--- config.mk ---
export PLATFORM = sky130hd
export DESIGN_NAME = trigger_prog_ctrl_flat
export DESIGN_NICKNAME = d
export VERILOG_FILES = /design/src/rtl/trigger_prog_ctrl_pkg.sv /design/src/rtl/trigger_prog_ctrl_if.sv /design/src/rtl/trigger_prog_ctrl_shadow_ram.sv /design/src/rtl/trigger_prog_ctrl.sv /design/src/flat_wrapper.sv
export SDC_FILE = /design/constraint.sdc
export NUM_CORES = 1
export LEC_CHECK = 0
export ABC_AREA = 1
export CAP_MARGIN = 10
export CORE_MARGIN = 2
export CORE_UTILIZATION = 40
export CTS_CLUSTER_SIZE = 12
export DETAILED_ROUTE_END_ITERATION = 10
export DONT_BUFFER_PORTS = 1
export PLACE_DENSITY_LB_ADDON = 0.3
export SYNTH_ARGS = -nofsm -noshare
export SYNTH_HDL_FRONTEND = slang
export SYNTH_HIERARCHICAL = 1
export SYNTH_SLANG_ARGS = --single-unit
export TNS_END_PERCENT = 10
--- constraint.sdc ---
create_clock -name clk -period 4.6 [get_ports clk]
set_clock_uncertainty 0.05 [all_clocks]
set_input_delay 0.92 -clock clk [delete_from_list [all_inputs] [get_ports clk]]
set_output_delay 0.92 -clock clk [all_outputs]
set_load 0.05 [all_outputs]
--- src/rtl/trigger_prog_ctrl_pkg.sv ---
`default_nettype none
// ============================================================================
//  Module      : trigger_pkg
//  Description : Shared definitions for the trigger programming controller.
//                Holds the pattern-entry field layout, buffer depth and the
//                controller state encoding.
//  Revision    : 1.0 - initial release
// ============================================================================
package trigger_pkg;

  localparam int DEPTH    = 64;
  localparam int AW       = 6;
  localparam int EW       = 18;  // entry width

  // Entry layout: [17] line state, [16:8] high (max) count, [7:0] low (min) count
  localparam int LINE_BIT = 17;
  localparam int HIGH_MSB = 16;
  localparam int HIGH_LSB = 8;
  localparam int LOW_MSB  = 7;
  localparam int LOW_LSB  = 0;

  typedef logic [2:0] state_t;

  localparam state_t ST_IDLE      = 3'd0;
  localparam state_t ST_LD_SETUP  = 3'd1;
  localparam state_t ST_LD_WR     = 3'd2;
  localparam state_t ST_LD_GAP    = 3'd3;
  localparam state_t ST_LD_END    = 3'd4;
  localparam state_t ST_ARMED     = 3'd5;
  localparam state_t ST_TRIGGERED = 3'd6;

  // True while the engine RAM is being programmed.
  function automatic logic is_load_state(input state_t s);
    return (s == ST_LD_SETUP) || (s == ST_LD_WR) ||
           (s == ST_LD_GAP)   || (s == ST_LD_END);
  endfunction

endpackage
`default_nettype wire

--- src/rtl/trigger_prog_ctrl_if.sv ---
`default_nettype none
// ============================================================================
//  Module      : trigger_prog_ctrl_if
//  Description : Host configuration/command/status bus plus the trigger
//                engine programming and run-control signals.
//                master : host / engine side (drives cfg_*, cmd_*, trig_out)
//                slave  : trigger_prog_ctrl
//  Revision    : 1.0 - initial release
// ============================================================================
interface trigger_prog_ctrl_if #(
  parameter int AW = 6
);
  logic          cfg_wr;
  logic [AW-1:0] cfg_addr;
  logic [17:0]   cfg_data;
  logic [AW:0]   cfg_len;
  logic [17:0]   cfg_clkdiv;
  logic          cfg_rearm;
  logic          cmd_load;
  logic          cmd_arm;
  logic          cmd_disarm;
  logic          busy;
  logic          armed;
  logic          programmed;
  logic          done;
  logic          err;
  logic [15:0]   trig_count;
  logic          state_prog_en;
  logic          state_prog_wr;
  logic [8:0]    state_prog_addr;
  logic [17:0]   state_prog_data;
  logic [17:0]   clkdivider;
  logic          trig_rst;
  logic          trig_out;

  modport master (
    output cfg_wr, cfg_addr, cfg_data, cfg_len, cfg_clkdiv, cfg_rearm,
           cmd_load, cmd_arm, cmd_disarm, trig_out,
    input  busy, armed, programmed, done, err, trig_count, state_prog_en,
           state_prog_wr, state_prog_addr, state_prog_data, clkdivider, trig_rst
  );

  modport slave (
    input  cfg_wr, cfg_addr, cfg_data, cfg_len, cfg_clkdiv, cfg_rearm,
           cmd_load, cmd_arm, cmd_disarm, trig_out,
    output busy, armed, programmed, done, err, trig_count, state_prog_en,
           state_prog_wr, state_prog_addr, state_prog_data, clkdivider, trig_rst
  );
endinterface
`default_nettype wire

--- src/rtl/trigger_prog_ctrl_shadow_ram.sv ---
`default_nettype none
// ============================================================================
//  Module      : trigger_shadow_ram
//  Description : DEPTH x DW shadow pattern buffer, one write port and one
//                synchronous read port (1-cycle latency, read data holds
//                while re is low). Contents are not reset.
//  Ports       : clk; we/waddr/wdata write port; re/raddr/rdata read port
//  Revision    : 1.0 - initial release
// ============================================================================
module trigger_shadow_ram #(
  parameter int DEPTH = 64,
  parameter int AW    = 6,
  parameter int DW    = 18
) (
  input  logic          clk,
  input  logic          we,
  input  logic [AW-1:0] waddr,
  input  logic [DW-1:0] wdata,
  input  logic          re,
  input  logic [AW-1:0] raddr,
  output logic [DW-1:0] rdata
);

  logic [DW-1:0] r_mem [DEPTH];
  logic [DW-1:0] r_rdata;

  always_ff @(posedge clk) begin
    if (we) r_mem[waddr] <= wdata;
    if (re) r_rdata <= r_mem[raddr];
  end

  assign rdata = r_rdata;

endmodule
`default_nettype wire

--- src/rtl/trigger_prog_ctrl.sv ---
`default_nettype none
// ============================================================================
//  Module      : trigger_prog_ctrl
//  Description : Stages pattern entries in a shadow buffer, replays them into
//                the trigger engine state RAM with the state_prog_en/_wr
//                protocol, then arms the engine, counts trigger events and
//                optionally re-arms.
//  Ports       : clk    - system clock
//                rst_n  - asynchronous active-low reset
//                bus    - trigger_prog_ctrl_if.slave (host cfg/cmd/status and
//                         engine programming/run-control signals)
//  Revision    : 1.0 - initial release
// ============================================================================
module trigger_prog_ctrl #(
  parameter int DEPTH = 64,
  parameter int AW    = 6
) (
  input  logic                clk,
  input  logic                rst_n,
  trigger_prog_ctrl_if.slave  bus
);
  import trigger_pkg::*;

  state_t        r_state;
  state_t        w_state_nxt;
  logic [AW-1:0] r_idx;
  logic [AW:0]   r_len;
  logic          r_programmed;
  logic          r_err;
  logic          r_trig_prev;
  logic [15:0]   r_trig_count;
  logic [17:0]   r_clkdiv;
  logic [EW-1:0] w_rd_data;

  logic w_in_load;
  logic w_len_ok;
  logic w_load_ok;
  logic w_arm_ok;
  logic w_edge;
  logic w_last;
  logic w_count_en;
  logic w_err;

  assign w_in_load = is_load_state(r_state);
  assign w_len_ok  = (bus.cfg_len != '0) && (bus.cfg_len <= (AW+1)'(DEPTH));
  assign w_load_ok = (r_state == ST_IDLE) && bus.cmd_load && w_len_ok;
  // A simultaneous accepted load takes precedence over an arm request.
  assign w_arm_ok  = (r_state == ST_IDLE) && bus.cmd_arm && r_programmed && !w_load_ok;
  assign w_edge    = bus.trig_out && !r_trig_prev;
  assign w_last    = ({1'b0, r_idx} == (r_len - 1'b1));
  // Disarm outranks a coincident trigger edge, so that edge is not counted.
  assign w_count_en = (r_state == ST_ARMED) && w_edge && !bus.cmd_disarm;
  assign w_err     = (bus.cmd_load && !w_load_ok) ||
                     (bus.cmd_arm  && !w_arm_ok)  ||
                     (bus.cfg_wr   && w_in_load);

  always_comb begin
    w_state_nxt = r_state;
    case (r_state)
      ST_IDLE: begin
        if (w_load_ok)     w_state_nxt = ST_LD_SETUP;
        else if (w_arm_ok) w_state_nxt = ST_ARMED;
      end
      ST_LD_SETUP:  w_state_nxt = ST_LD_WR;
      ST_LD_WR:     w_state_nxt = ST_LD_GAP;
      ST_LD_GAP:    w_state_nxt = w_last ? ST_LD_END : ST_LD_WR;
      ST_LD_END:    w_state_nxt = ST_IDLE;
      ST_ARMED: begin
        if (bus.cmd_disarm) w_state_nxt = ST_IDLE;
        else if (w_edge)    w_state_nxt = ST_TRIGGERED;
      end
      ST_TRIGGERED: begin
        if (bus.cmd_disarm)     w_state_nxt = ST_IDLE;
        else if (bus.cfg_rearm) w_state_nxt = ST_ARMED;
        else                    w_state_nxt = ST_IDLE;
      end
      default:      w_state_nxt = ST_IDLE;
    endcase
  end

  always_ff @(posedge clk or negedge rst_n) begin
    if (!rst_n) begin
      r_state      <= ST_IDLE;
      r_idx        <= '0;
      r_len        <= '0;
      r_programmed <= 1'b0;
      r_err        <= 1'b0;
      r_trig_prev  <= 1'b0;
      r_trig_count <= '0;
      r_clkdiv     <= '0;
    end else begin
      r_state     <= w_state_nxt;
      r_err       <= w_err;
      r_trig_prev <= bus.trig_out;
      if (w_load_ok) begin
        r_idx        <= '0;
        r_len        <= bus.cfg_len;
        r_programmed <= 1'b0;
        r_trig_count <= '0;
      end else begin
        if (r_state == ST_LD_GAP) r_idx <= r_idx + 1'b1;
        if (r_state == ST_LD_END) r_programmed <= 1'b1;
        if (w_count_en && (r_trig_count != 16'hFFFF))
          r_trig_count <= r_trig_count + 1'b1;
      end
      if (w_arm_ok) r_clkdiv <= bus.cfg_clkdiv;
    end
  end

  // Reads are issued in LD_SETUP (index 0) and LD_GAP (next index) so the
  // data is on the read port during the following LD_WR cycle.
  trigger_shadow_ram #(
    .DEPTH (DEPTH),
    .AW    (AW),
    .DW    (EW)
  ) u_shadow (
    .clk   (clk),
    .we    (bus.cfg_wr && !w_in_load),
    .waddr (bus.cfg_addr),
    .wdata (bus.cfg_data),
    .re    ((r_state == ST_LD_SETUP) || (r_state == ST_LD_GAP)),
    .raddr ((r_state == ST_LD_GAP) ? (r_idx + 1'b1) : r_idx),
    .rdata (w_rd_data)
  );

  assign bus.busy            = w_in_load;
  assign bus.state_prog_en   = w_in_load;
  assign bus.state_prog_wr   = (r_state == ST_LD_WR);
  assign bus.state_prog_addr = {{(9-AW){1'b0}}, r_idx};
  // Data is gated to the write cycle so the unreset RAM never shows on the bus.
  assign bus.state_prog_data = (r_state == ST_LD_WR) ? w_rd_data : '0;
  assign bus.armed           = (r_state == ST_ARMED) || (r_state == ST_TRIGGERED);
  assign bus.done            = (r_state == ST_TRIGGERED);
  assign bus.trig_rst        = (r_state != ST_ARMED);
  assign bus.programmed      = r_programmed;
  assign bus.err             = r_err;
  assign bus.trig_count      = r_trig_count;
  assign bus.clkdivider      = r_clkdiv;

endmodule
`default_nettype wire

--- src/flat_wrapper.sv ---
// flat-port wrapper written by rule: the top's interface ports become plain ports
module trigger_prog_ctrl_flat import trigger_pkg::*;
#(
  parameter int DEPTH = 64,
  parameter int AW    = 6
)
  (clk, rst_n, bus_cfg_wr, bus_cfg_addr, bus_cfg_data, bus_cfg_len, bus_cfg_clkdiv, bus_cfg_rearm, bus_cmd_load, bus_cmd_arm, bus_cmd_disarm, bus_trig_out, bus_busy, bus_armed, bus_programmed, bus_done, bus_err, bus_trig_count, bus_state_prog_en, bus_state_prog_wr, bus_state_prog_addr, bus_state_prog_data, bus_clkdivider, bus_trig_rst);
  trigger_prog_ctrl_if #(.AW(AW)) bus_i ();
  input  logic clk;
  input  logic rst_n;
  input wire logic [$bits(bus_i.cfg_wr)-1:0] bus_cfg_wr;
  input wire logic [$bits(bus_i.cfg_addr)-1:0] bus_cfg_addr;
  input wire logic [$bits(bus_i.cfg_data)-1:0] bus_cfg_data;
  input wire logic [$bits(bus_i.cfg_len)-1:0] bus_cfg_len;
  input wire logic [$bits(bus_i.cfg_clkdiv)-1:0] bus_cfg_clkdiv;
  input wire logic [$bits(bus_i.cfg_rearm)-1:0] bus_cfg_rearm;
  input wire logic [$bits(bus_i.cmd_load)-1:0] bus_cmd_load;
  input wire logic [$bits(bus_i.cmd_arm)-1:0] bus_cmd_arm;
  input wire logic [$bits(bus_i.cmd_disarm)-1:0] bus_cmd_disarm;
  input wire logic [$bits(bus_i.trig_out)-1:0] bus_trig_out;
  output wire logic [$bits(bus_i.busy)-1:0] bus_busy;
  output wire logic [$bits(bus_i.armed)-1:0] bus_armed;
  output wire logic [$bits(bus_i.programmed)-1:0] bus_programmed;
  output wire logic [$bits(bus_i.done)-1:0] bus_done;
  output wire logic [$bits(bus_i.err)-1:0] bus_err;
  output wire logic [$bits(bus_i.trig_count)-1:0] bus_trig_count;
  output wire logic [$bits(bus_i.state_prog_en)-1:0] bus_state_prog_en;
  output wire logic [$bits(bus_i.state_prog_wr)-1:0] bus_state_prog_wr;
  output wire logic [$bits(bus_i.state_prog_addr)-1:0] bus_state_prog_addr;
  output wire logic [$bits(bus_i.state_prog_data)-1:0] bus_state_prog_data;
  output wire logic [$bits(bus_i.clkdivider)-1:0] bus_clkdivider;
  output wire logic [$bits(bus_i.trig_rst)-1:0] bus_trig_rst;
  assign bus_i.cfg_wr = bus_cfg_wr;
  assign bus_i.cfg_addr = bus_cfg_addr;
  assign bus_i.cfg_data = bus_cfg_data;
  assign bus_i.cfg_len = bus_cfg_len;
  assign bus_i.cfg_clkdiv = bus_cfg_clkdiv;
  assign bus_i.cfg_rearm = bus_cfg_rearm;
  assign bus_i.cmd_load = bus_cmd_load;
  assign bus_i.cmd_arm = bus_cmd_arm;
  assign bus_i.cmd_disarm = bus_cmd_disarm;
  assign bus_i.trig_out = bus_trig_out;
  assign bus_busy = bus_i.busy;
  assign bus_armed = bus_i.armed;
  assign bus_programmed = bus_i.programmed;
  assign bus_done = bus_i.done;
  assign bus_err = bus_i.err;
  assign bus_trig_count = bus_i.trig_count;
  assign bus_state_prog_en = bus_i.state_prog_en;
  assign bus_state_prog_wr = bus_i.state_prog_wr;
  assign bus_state_prog_addr = bus_i.state_prog_addr;
  assign bus_state_prog_data = bus_i.state_prog_data;
  assign bus_clkdivider = bus_i.clkdivider;
  assign bus_trig_rst = bus_i.trig_rst;
  trigger_prog_ctrl #(.DEPTH(DEPTH), .AW(AW)) u_core (.clk(clk), .rst_n(rst_n), .bus(bus_i));
endmodule
==> results.txt <==
----------------------------------------------------
[Outcome]
  Status ... completed

[Synth]
  Number of enable-type register cells in the synthesized netlist ... 1,170
  Post-Syn Instances ... 4,400
  Post-synthesis share of cell area spent on xor and xnor gates ... 0.120%
  Simple logic cell fraction of the synthesized area ... 23.5%
  Area share of fa/ha/maj cells after synthesis ... 0.0738%
  Flops & latches, synth ... 1,223
  Post-synth ARST share ... 4.33%
  Mux cell area share after synthesis ... 0%
  Average cell area after synthesis ... 11.6 um^2
  Synth Area in Compound Gates ... 0.359%
  Post-synthesis sequential area ratio ... 71.6%
  Netlist area before placement ... 50,900 um^2
  Synth Warn # ... 6
  Netlist cell types ... 45
  Combinational family with the most area after synthesis ... simple AND/OR/NAND/NOR gates
  Synth Flop Type ... edfxtp_1

[Power]
  Post-layout power ... 34.0 mW
  Power per cell area ... 600 nW/um^2
  Highest ir drop seen on vdd ... 580 uV
  Pleak ... 20.5 nW

[Setup path]
  End of the worst register-to-register path ... u_core/u_shadow/rdata[8]
  Arrival @ worst endpoint ... 3.08 ns
  Buffers & Inverters on Critical Path ... 1
  Critical path, cell by cell ... nor2_1, nand2_1, nor2_1, buf_4
  Worst reg-to-reg setup slack ... 0.59 ns
  Startpoint of the most critical register-to-register path ... u_core/r_idx[0]
  Delay-heaviest family, CP ... simple AND/OR/NAND/NOR gates
  Data required time at the worst endpoint ... 3.63 ns
  Cell type of the slowest stage on the worst timing path ... nor2_1
  Critical Path Fanout Max ... 16
  Maximum single-stage delay on the critical path ... 0.82 ns
  Number of cells on the worst reg-to-reg path ... 12
  Worst Setup Start Kind ... flip-flop
  Classification of the worst setup path ... reg -> out
  Most frequent cell on the critical path ... nor2_1
  Endpoint kind of the worst setup timing path ... output pin

[Placed design]
  Placed insts ... 5,912
  Cell area reported after detailed placement ... 52,500 um^2
  Half-perimeter wire length after placement ... 78.9 mm
  Global placement routability congestion ... 0.877
  Place WS ... 0.693 ns
  Count of input and output buffers ... 0

[Timing]
  Minimum hold slack ... 0.158 ns
  Final hold violation count ... 0
  Share of the cycle needed by the critical path after routing ... 88.0%
  Worst max-slew margin expressed relative to the limit ... 17.3%
  Setup ws final ... 0.552 ns
  Minimum clock period ... 4.05 ns
  Final TNS setup ... 0 ns
  Max-slew violation count ... 0
  Fmax ... 0.247 GHz
  Setup violators final ... 0
  Actual slew at the worst max-slew pin ... 1.24 ns
  Unrepaired setup endpoints after global routing ... false

[GRT]
  Initial antenna violation count ... 4
  Global-route wire length before repair ... 213 mm
  Via count of the first global-routing pass ... 31,600
  Total Routing Usage GR ... 22.0%
  Pin count of the biggest net entering global routing ... 157
  Congestion Overflow GR ... 0

[Clock tree]
  Hold bufs inserted after CTS ... 2
  Post-CTS setup buffers ... 0
  PostCTS Resize Cnt ... 0
  CTS buffer count ... 134
  Buffers from clock root to sink, at most ... 3
  Cell at the root of the clock tree ... clkbuf_16
  Clock transition time at the flip-flop clock pins of the worst setup and hold paths ... 0.05 ns
  Count of H-tree levels built during CTS ... 4
  Number of clock sinks ... 1,223
  Clock tree from TritonCTS ... done
  Worst-Skew Late Latency ... 0.77 ns

[Final layout]
  Commonest non-fill, non-tap cell in the layout ... nand2_1
  Ratio of cells with drive above 1 in the final layout ... 8.61%
  Fill cell instance count of the final layout ... 11,400
  Final core utilization ... 45.1%
  Most frequent cells in the layout ... nand2_1, edfxtp_1, nand3_1
  Final Net Count ... 4,460
  Post-synthesis to final-layout area growth ... 11.5%
  Cell area after layout ... 56,700 um^2
  Filler-free cell count of the finished design ... 6,147
  Register cell area after layout ... 36,500 um^2
  Area of the multi-input gates ... 12,500 um^2

[Detailed routing]
  Number of nets still failing antenna checks after routing ... 0
  Total vias in the final route ... 33,900
  First-pass iteration count of the detailed router ... 6
  Number of violations reported at the end of detailed-routing iteration 0 ... 4,471
  Vias per std cell ... 5.52
  Drt wl/cell ... 23.6 um
  Total detailed-routing wirelength ... 145 mm
  Remaining routing DRC violations ... 0

[Floorplanning]
  Placeable core region ... 126,000 um^2
  Chip height ... 361 um
  Top-level I/O count ... 126
  Die width ... 361 um
  Standard-cell row count ... 130
  Die area ... 130,000 um^2
  Starting utilization of the core area ... 40.4%

[Hold path]
  Min-Delay Startpoint ... bus_trig_out
  Destination of the worst hold path ... u_core/r_trig_prev
  Worst hold path type ... in -> reg
  WHS Path Cells ... 0

[Job]
  Reported max-cap violation count ... 0

----------------------------------------------------
## final cells by class
cell class                      instances  area share (%)
Antenna cell                            1         0.00441
Clock buffer                          177            6.32
Clock inverter                         55            1.15
Inverter                               81           0.626
Multi-Input combinational cell       2833            22.0
Sequential cell                      1223            64.3
Tap cell                             1650            3.64
Timing Repair Buffer                  127            2.01
## synth_stat cells, types with 2 or more instances
cell type	number	share of area (%)
nor2_1	107	0.79
edfxtp_1	1170	69
nand3_1	1021	10
a21oi_1	5	0.049
clkinv_1	2	0.015
ha_1	3	0.074
clkbuf_1	28	0.21
buf_8	4	0.12
buf_6	84	1.9
o21ai_1	4	0.039
xor2_1	6	0.10
nand2_2	2	0.025
nand2_1	1605	12
nor4_1	8	0.098
or2_2	3	0.037
o21ai_0	10	0.098
buf_4	16	0.24
inv_2	3	0.022
nor2_2	4	0.049
nand4_1	24	0.30
buf_1	23	0.17
buf_2	109	1.1
nor3_1	7	0.069
o21ai_2	6	0.10
dfrtp_1	53	2.6
inv_1	74	0.55
## power breakdown
group	leakage [nW]	switching, mW	internal [mW]
Combinational	7.29	7.75	2.76
Clock	2.03	4.49	5.89
Sequential	11.2	0.571	12.6
## registers in the layout, summed over array words and instances (netlist names)
signal	flops
u_core/bus.programmed	1
u_core/bus.err	1
u_core/r_trig_prev	1
u_core/r_state	3
u_core/u_shadow/rdata	18
u_core/r_len	7
u_core/r_idx	6
u_core/u_shadow/r_mem	1152
u_core/bus.clkdivider	18
u_core/bus.trig_count	16
## layer usage
layer	track usage [%]	up-vias	wire length, um
met3	4.41	239	12400
met2	34.9	1547	69000
met5	0	-	0
met4	7.74	0	4720
met1	30.1	16800	59200
li1	-	15300	-
## worst max-delay path by stage
stage	from	slack [ns]	depth (start not counted)	end
detailed placement	u_core/r_idx[0]	0.69	12	u_core/u_shadow/rdata[12]
global placement	u_core/r_idx[0]	0.69	12	u_core/u_shadow/rdata[12]
CTS	u_core/r_state[2]	0.45	4	bus_state_prog_data[12]
finish	u_core/r_state[2]	0.55	4	bus_state_prog_data[12]
global route	u_core/r_idx[0]	0.33	12	u_core/u_shadow/rdata[12]
floorplan	u_core/r_state[2]	0.68	7	u_core/u_shadow/r_mem[48][0]
## cells by family (layout without fill, tap and decap cells)
logic type,Yosys count,in the layout
other,1,4
adder cells (fa/ha/maj),3,3
buffers and inverters,346,440
XOR/XNOR,7,7
AND/OR/NAND/NOR,2792,2792
flip-flops,1223,1223
AO/OA/AOI/OAI,28,28
(Power assumes the default switching activity.)
